**src/rtl/odd_mult_pkg.sv**
```systemverilog
// Shared types and defaults for the sequential odd-element product block.
package odd_mult_pkg;

  typedef enum logic [1:0] {
    IDLE = 2'd0,
    RUN  = 2'd1,
    DONE = 2'd2
  } state_t;

  localparam int N_DEF = 5;
  localparam int W_DEF = 32;

  // Element index width; clamped to 1 so a single-element array still gets a real register.
  function automatic int idx_w(input int n);
    return (n > 1) ? $clog2(n) : 1;
  endfunction

endpackage

```
**src/rtl/odd_mult_seq_if.sv**
```systemverilog
// Input/output valid-ready bundle between the array producer, the block and the result consumer.
interface odd_mult_seq_if
  import odd_mult_pkg::*;
#(
  parameter int N = N_DEF,
  parameter int W = W_DEF
);
  localparam int CW = $clog2(N + 1);

  logic           in_valid;
  logic           in_ready;
  logic [N*W-1:0] arr;
  logic           out_valid;
  logic           out_ready;
  logic [W-1:0]   result;
  logic [CW-1:0]  odd_count;
  logic           busy;

  modport master (
    output in_valid, arr, out_ready,
    input  in_ready, out_valid, result, odd_count, busy
  );

  modport slave (
    input  in_valid, arr, out_ready,
    output in_ready, out_valid, result, odd_count, busy
  );

endinterface

```
**src/rtl/odd_mult_step.sv**
```systemverilog
// One multiply-accumulate step: fold a single element into the running odd product and count.
module odd_mult_step
  import odd_mult_pkg::*;
#(
  parameter int W  = W_DEF,
  parameter int CW = $clog2(N_DEF + 1)
) (
  input  logic [W-1:0]  acc,
  input  logic [W-1:0]  elem,
  input  logic [CW-1:0] cnt,
  output logic [W-1:0]  acc_next,
  output logic [CW-1:0] cnt_next
);

  // The low W bits of the full 2W-bit product equal a W-bit-wide multiply.
  logic [W-1:0] prod_lo;

  assign prod_lo  = acc * elem;
  assign acc_next = elem[0] ? prod_lo : acc;
  assign cnt_next = elem[0] ? cnt + CW'(1) : cnt;

endmodule

```
**src/rtl/odd_mult_seq.sv**
```systemverilog
// Sequential product of the odd elements of a packed array, one element per cycle.
module odd_mult_seq
  import odd_mult_pkg::*;
#(
  parameter int N = N_DEF,
  parameter int W = W_DEF
) (
  input logic          clk,
  input logic          rst,
  odd_mult_seq_if.slave bus
);

  localparam int IDX_W = idx_w(N);
  localparam int CW    = $clog2(N + 1);

  state_t         state_reg, state_next;
  logic [N*W-1:0] arr_reg;
  logic [W-1:0]   acc_reg, acc_next, result_reg;
  logic [CW-1:0]  cnt_reg, cnt_next, count_reg;
  logic [IDX_W-1:0] idx_reg;
  logic [W-1:0]   elems [N];
  logic           last;

  generate
    for (genvar gi = 0; gi < N; gi++) begin : g_elem
      assign elems[gi] = arr_reg[gi*W +: W];
    end
  endgenerate

  assign last = (idx_reg == IDX_W'(N - 1));

  odd_mult_step #(
    .W  (W),
    .CW (CW)
  ) u_step (
    .acc      (acc_reg),
    .elem     (elems[idx_reg]),
    .cnt      (cnt_reg),
    .acc_next (acc_next),
    .cnt_next (cnt_next)
  );

  always_comb begin
    state_next = state_reg;
    case (state_reg)
      IDLE:    if (bus.in_valid)  state_next = RUN;
      RUN:     if (last)          state_next = DONE;
      DONE:    if (bus.out_ready) state_next = IDLE;
      default: state_next = IDLE;
    endcase
  end

  always_ff @(posedge clk or posedge rst) begin
    if (rst) state_reg <= IDLE;
    else     state_reg <= state_next;
  end

  always_ff @(posedge clk or posedge rst) begin
    if (rst) begin
      arr_reg    <= '0;
      acc_reg    <= '0;
      cnt_reg    <= '0;
      idx_reg    <= '0;
      result_reg <= '0;
      count_reg  <= '0;
    end else begin
      case (state_reg)
        IDLE: begin
          if (bus.in_valid) begin
            arr_reg <= bus.arr;
            acc_reg <= W'(1);
            cnt_reg <= '0;
            idx_reg <= '0;
          end
        end
        RUN: begin
          acc_reg <= acc_next;
          cnt_reg <= cnt_next;
          // Result registers only load on the final element, so they hold through DONE.
          if (last) begin
            result_reg <= acc_next;
            count_reg  <= cnt_next;
          end else begin
            idx_reg <= idx_reg + IDX_W'(1);
          end
        end
        default: ;
      endcase
    end
  end

  assign bus.in_ready  = (state_reg == IDLE);
  assign bus.out_valid = (state_reg == DONE);
  assign bus.busy      = (state_reg != IDLE);
  assign bus.result    = result_reg;
  assign bus.odd_count = count_reg;

endmodule

```
**src/flat_wrapper.sv**
```systemverilog
// flat-port wrapper written by rule: the top's interface ports become plain ports
module odd_mult_seq_flat import odd_mult_pkg::*;
#(
  parameter int N = N_DEF,
  parameter int W = W_DEF
)
  (clk, rst, bus_in_valid, bus_arr, bus_out_ready, bus_in_ready, bus_out_valid, bus_result, bus_odd_count, bus_busy);
  odd_mult_seq_if #(.N(N), .W(W)) bus_i ();
  input logic clk;
  input logic rst;
  input wire logic [$bits(bus_i.in_valid)-1:0] bus_in_valid;
  input wire logic [$bits(bus_i.arr)-1:0] bus_arr;
  input wire logic [$bits(bus_i.out_ready)-1:0] bus_out_ready;
  output wire logic [$bits(bus_i.in_ready)-1:0] bus_in_ready;
  output wire logic [$bits(bus_i.out_valid)-1:0] bus_out_valid;
  output wire logic [$bits(bus_i.result)-1:0] bus_result;
  output wire logic [$bits(bus_i.odd_count)-1:0] bus_odd_count;
  output wire logic [$bits(bus_i.busy)-1:0] bus_busy;
  assign bus_i.in_valid = bus_in_valid;
  assign bus_i.arr = bus_arr;
  assign bus_i.out_ready = bus_out_ready;
  assign bus_in_ready = bus_i.in_ready;
  assign bus_out_valid = bus_i.out_valid;
  assign bus_result = bus_i.result;
  assign bus_odd_count = bus_i.odd_count;
  assign bus_busy = bus_i.busy;
  odd_mult_seq #(.N(N), .W(W)) u_core (.clk(clk), .rst(rst), .bus(bus_i));
endmodule
```
**config.mk**
```make
export PLATFORM = sky130hd
export DESIGN_NAME = odd_mult_seq_flat
export DESIGN_NICKNAME = d
export VERILOG_FILES = /design/src/rtl/odd_mult_pkg.sv /design/src/rtl/odd_mult_seq_if.sv /design/src/rtl/odd_mult_step.sv /design/src/rtl/odd_mult_seq.sv /design/src/flat_wrapper.sv
export SDC_FILE = /design/constraint.sdc
export NUM_CORES = 2
export LEC_CHECK = 0
export ABC_CLOCK_PERIOD_IN_PS = 8740
export BUFFER_PORTS_ARGS = -buffer_cell sky130_fd_sc_hd__clkbuf_2
export CORE_UTILIZATION = 57
export DETAILED_ROUTE_END_ITERATION = 8
export PLACE_DENSITY = 0.82
export SYNTH_ARGS = -nofsm -noshare
export SYNTH_HDL_FRONTEND = slang
export SYNTH_SLANG_ARGS = --single-unit
export TNS_END_PERCENT = 30
```
**constraint.sdc**
```tcl
create_clock -name clk -period 8.74 [get_ports clk]
set_input_delay 0.437 -clock clk [delete_from_list [all_inputs] [get_ports clk]]
set_output_delay 0.437 -clock clk [all_outputs]
set_load 0.01 [all_outputs]
```
==> impl_metrics.env <==
export IMPL_synth_edf_count=0
export IMPL_wl_per_cell_um=19.8
export IMPL_start_util_pct=58.4
export IMPL_gr_total_overflow=0
export IMPL_slowest_stage="fa_1"
export IMPL_place_congestion=0.974
export IMPL_clock_path_buffers=3
export IMPL_ys_warn_count=0
export IMPL_arrival_ns=8.73
export IMPL_drv_slew=0
export IMPL_grt_antenna_before_repair=2
export IMPL_drtPass1Iterations=5
export IMPL_rrSetupSlack_ns=0.41
export IMPL_largest_reg_flops=160
export IMPL_clock_latency_ns=0.54
export IMPL_timing_rr_end="u_core.bus.result[29]$_DFFE_PP0P_"
export IMPL_max_freq_mhz=120
export IMPL_synth_nets=3538
export IMPL_drcViolationCount=0
export IMPL_setup_viol=0
export IMPL_ys_ff_latch=235
export IMPL_rsz0062_at_grt="no"
export IMPL_ys_types=63
export IMPL_clk_pin_slew_ns=0.07
export IMPL_root_buffer="clkbuf_16"
export IMPL_final_cell_mix="nand2_1 (743), fa_1 (408), inv_1 (389)"
export IMPL_min_path_type="primary input to asynchronous set/reset pin"
export IMPL_area_delta_synth_final_pct=9.69
export IMPL_cts_inserted_buffers=23
export IMPL_r2r_start="u_core.idx_reg[0]$_DFFE_PP0P_"
export IMPL_final_layout_size_suffix_gt1_share_pct=11.9
export IMPL_crit_fanout=13
export IMPL_drt_first_iter_violations=1625
export IMPL_tightest_slew_ns=1.32
export IMPL_htree_levels=1
export IMPL_rr_worst_depth=27
export IMPL_avgSynthCellArea_um2=9.17
export IMPL_grt_first_pass_wirelength_um=116000
export IMPL_die_area_um2=46500
export IMPL_relSlewSlack_pct=11.4
export IMPL_ctsHoldBuffers=0
export IMPL_outcome="finished, final reports clean"
export IMPL_cap_viol_max_count=0
export IMPL_grt_pass1_vias=21800
export IMPL_nets=3675
export IMPL_worst_slack_ns=0.411
export IMPL_crit_top_cell="fa_1"
export IMPL_postSynthCellCount=2840
export IMPL_cts_tree="done"
export IMPL_grt_max_degree=151
export IMPL_rows=77
export IMPL_seq_area_frac_synth_pct=22.6
export IMPL_routed_wl_um=71200
export IMPL_slowest_delay_ns=0.57
export IMPL_final_antenna_net_count=0
export IMPL_clock_sinks=235
export IMPL_dp_slack_ns=0.190
export IMPL_core_um2=44600
export IMPL_critPathTopFamily="adder cells"
export IMPL_dp_hpwl_um=56200
export IMPL_tns_ns=0
export IMPL_post_route_period_util_pct=95.3
export IMPL_vias=20400
export IMPL_io_buffers=201
export IMPL_avgViaCountPerCell=5.70
export IMPL_period_needed_ns=8.33
export IMPL_io_pins=202
export IMPL_layout_cells_most_common="nand2_1"
export IMPL_critPathCaptureType="flip-flop"
export IMPL_cp_start_kind="flip-flop"
export IMPL_worst_path_buf_inv=4
export IMPL_path_class="flip-flop to flip-flop"
export IMPL_hold_viol=0
export IMPL_worstPathRequired_ns=9.14
export IMPL_netlist_area_um2=26000
export IMPL_synth_ff_type="dfrtp_1"
export IMPL_fin_skew_ns=0.0320
export IMPL_die_y_um=216
export IMPL_die_w_um=216
export IMPL_groute_usage_overall_pct=31.8
export IMPL_synthArstFlopShare_pct=100
synthesized netlist by cell type (28+ instances only):
| library cell | number | area, µm² |
|---|---|---|
| nor2b_1 | 128 | 801 |
| clkbuf_1 | 137 | 514 |
| o21ai_0 | 49 | 245 |
| a21oi_1 | 43 | 215 |
| ha_1 | 126 | 1580 |
| inv_1 | 390 | 1460 |
| and2_1 | 163 | 1020 |
| xnor2_1 | 59 | 517 |
| nand2b_1 | 36 | 225 |
| dfrtp_1 | 235 | 5880 |
| nand2_1 | 744 | 2790 |
| a22o_1 | 28 | 245 |
| fa_1 | 408 | 8170 |
| nor2_1 | 68 | 255 |
repair_timing:
| item | CTS | global route |
|---|---|---|
| gates resized for setup | 0 | 8 |
| buffers inserted | 0 | 3 |
| setup endpoints to repair | 0 | 8 |
how the worst max path moves through the flow:
stage                             startpoint                                 to  slack, ns  cells past startpoint
2_1_floorplan  u_core.idx_reg[1]$_DFFE_PP0P_     u_core.acc_reg[29]$_DFFE_PP0P_       0.29                     31
3_3_place_gp   u_core.idx_reg[0]$_DFFE_PP0P_     u_core.acc_reg[29]$_DFFE_PP0P_       0.33                     26
3_5_place_dp   u_core.idx_reg[0]$_DFFE_PP0P_     u_core.acc_reg[29]$_DFFE_PP0P_       0.19                     31
4_1_cts        u_core.idx_reg[0]$_DFFE_PP0P_     u_core.acc_reg[29]$_DFFE_PP0P_       0.15                     31
5_1_grt        u_core.idx_reg[0]$_DFFE_PP0P_     u_core.acc_reg[29]$_DFFE_PP0P_       0.02                     31
6_report       u_core.idx_reg[0]$_DFFE_PP0P_  u_core.bus.result[29]$_DFFE_PP0P_       0.41                     27
cells by family (layout without fill, tap and decap cells):
family,Yosys count,after routing,share of synthesized area (%)
AND/OR/NAND/NOR,1189,1189,20.7
buffers and inverters,550,704,8.11
adder cells (fa/ha/maj),534,534,37.4
flip-flops,235,235,22.6
AO/OA/AOI/OAI,211,211,5.42
XOR/XNOR,78,78,2.73
multiplexers,43,43,3.03
other,0,1,0
metrics by stage:
step | utilization, % | std cells | instance area, µm² | hold slack [ns]
floorplan | - | 2840 | 26000 | 0.437
global placement | 62.1 | 3541 | 27700 | 0.452
detailed placement | 62.1 | 3541 | 27700 | 0.455
CTS | 63.9 | 3583 | 28500 | 0.0902
global route | 64.0 | 3586 | 28600 | 0.0960
finish | 64.0 | 3587 | 28600 | 0.0669
layout make-up:
type | count | area (µm²)
multi-input cells | 2055 | 18100
fillers | 3452 | 16000
flip-flops and latches | 235 | 5890
repair buffers | 270 | 1590
inverters | 392 | 1480
well taps | 592 | 741
clock buffers | 31 | 646
clock inverters | 11 | 143
diodes | 1 | 2.50
metal layers:
metal	global-route usage (%)	vias to the layer above	wire [µm]
met1	42.0	10300	26900
met3	4.59	192	6270
met2	52.6	1020	34700
met4	13.7	0	3280
li1	-	8898	-
met5	0	-	0
Power is left out: the tool's default activity adds up to more than one toggle a clock period on the data nets, which glitch-free logic cannot reach.
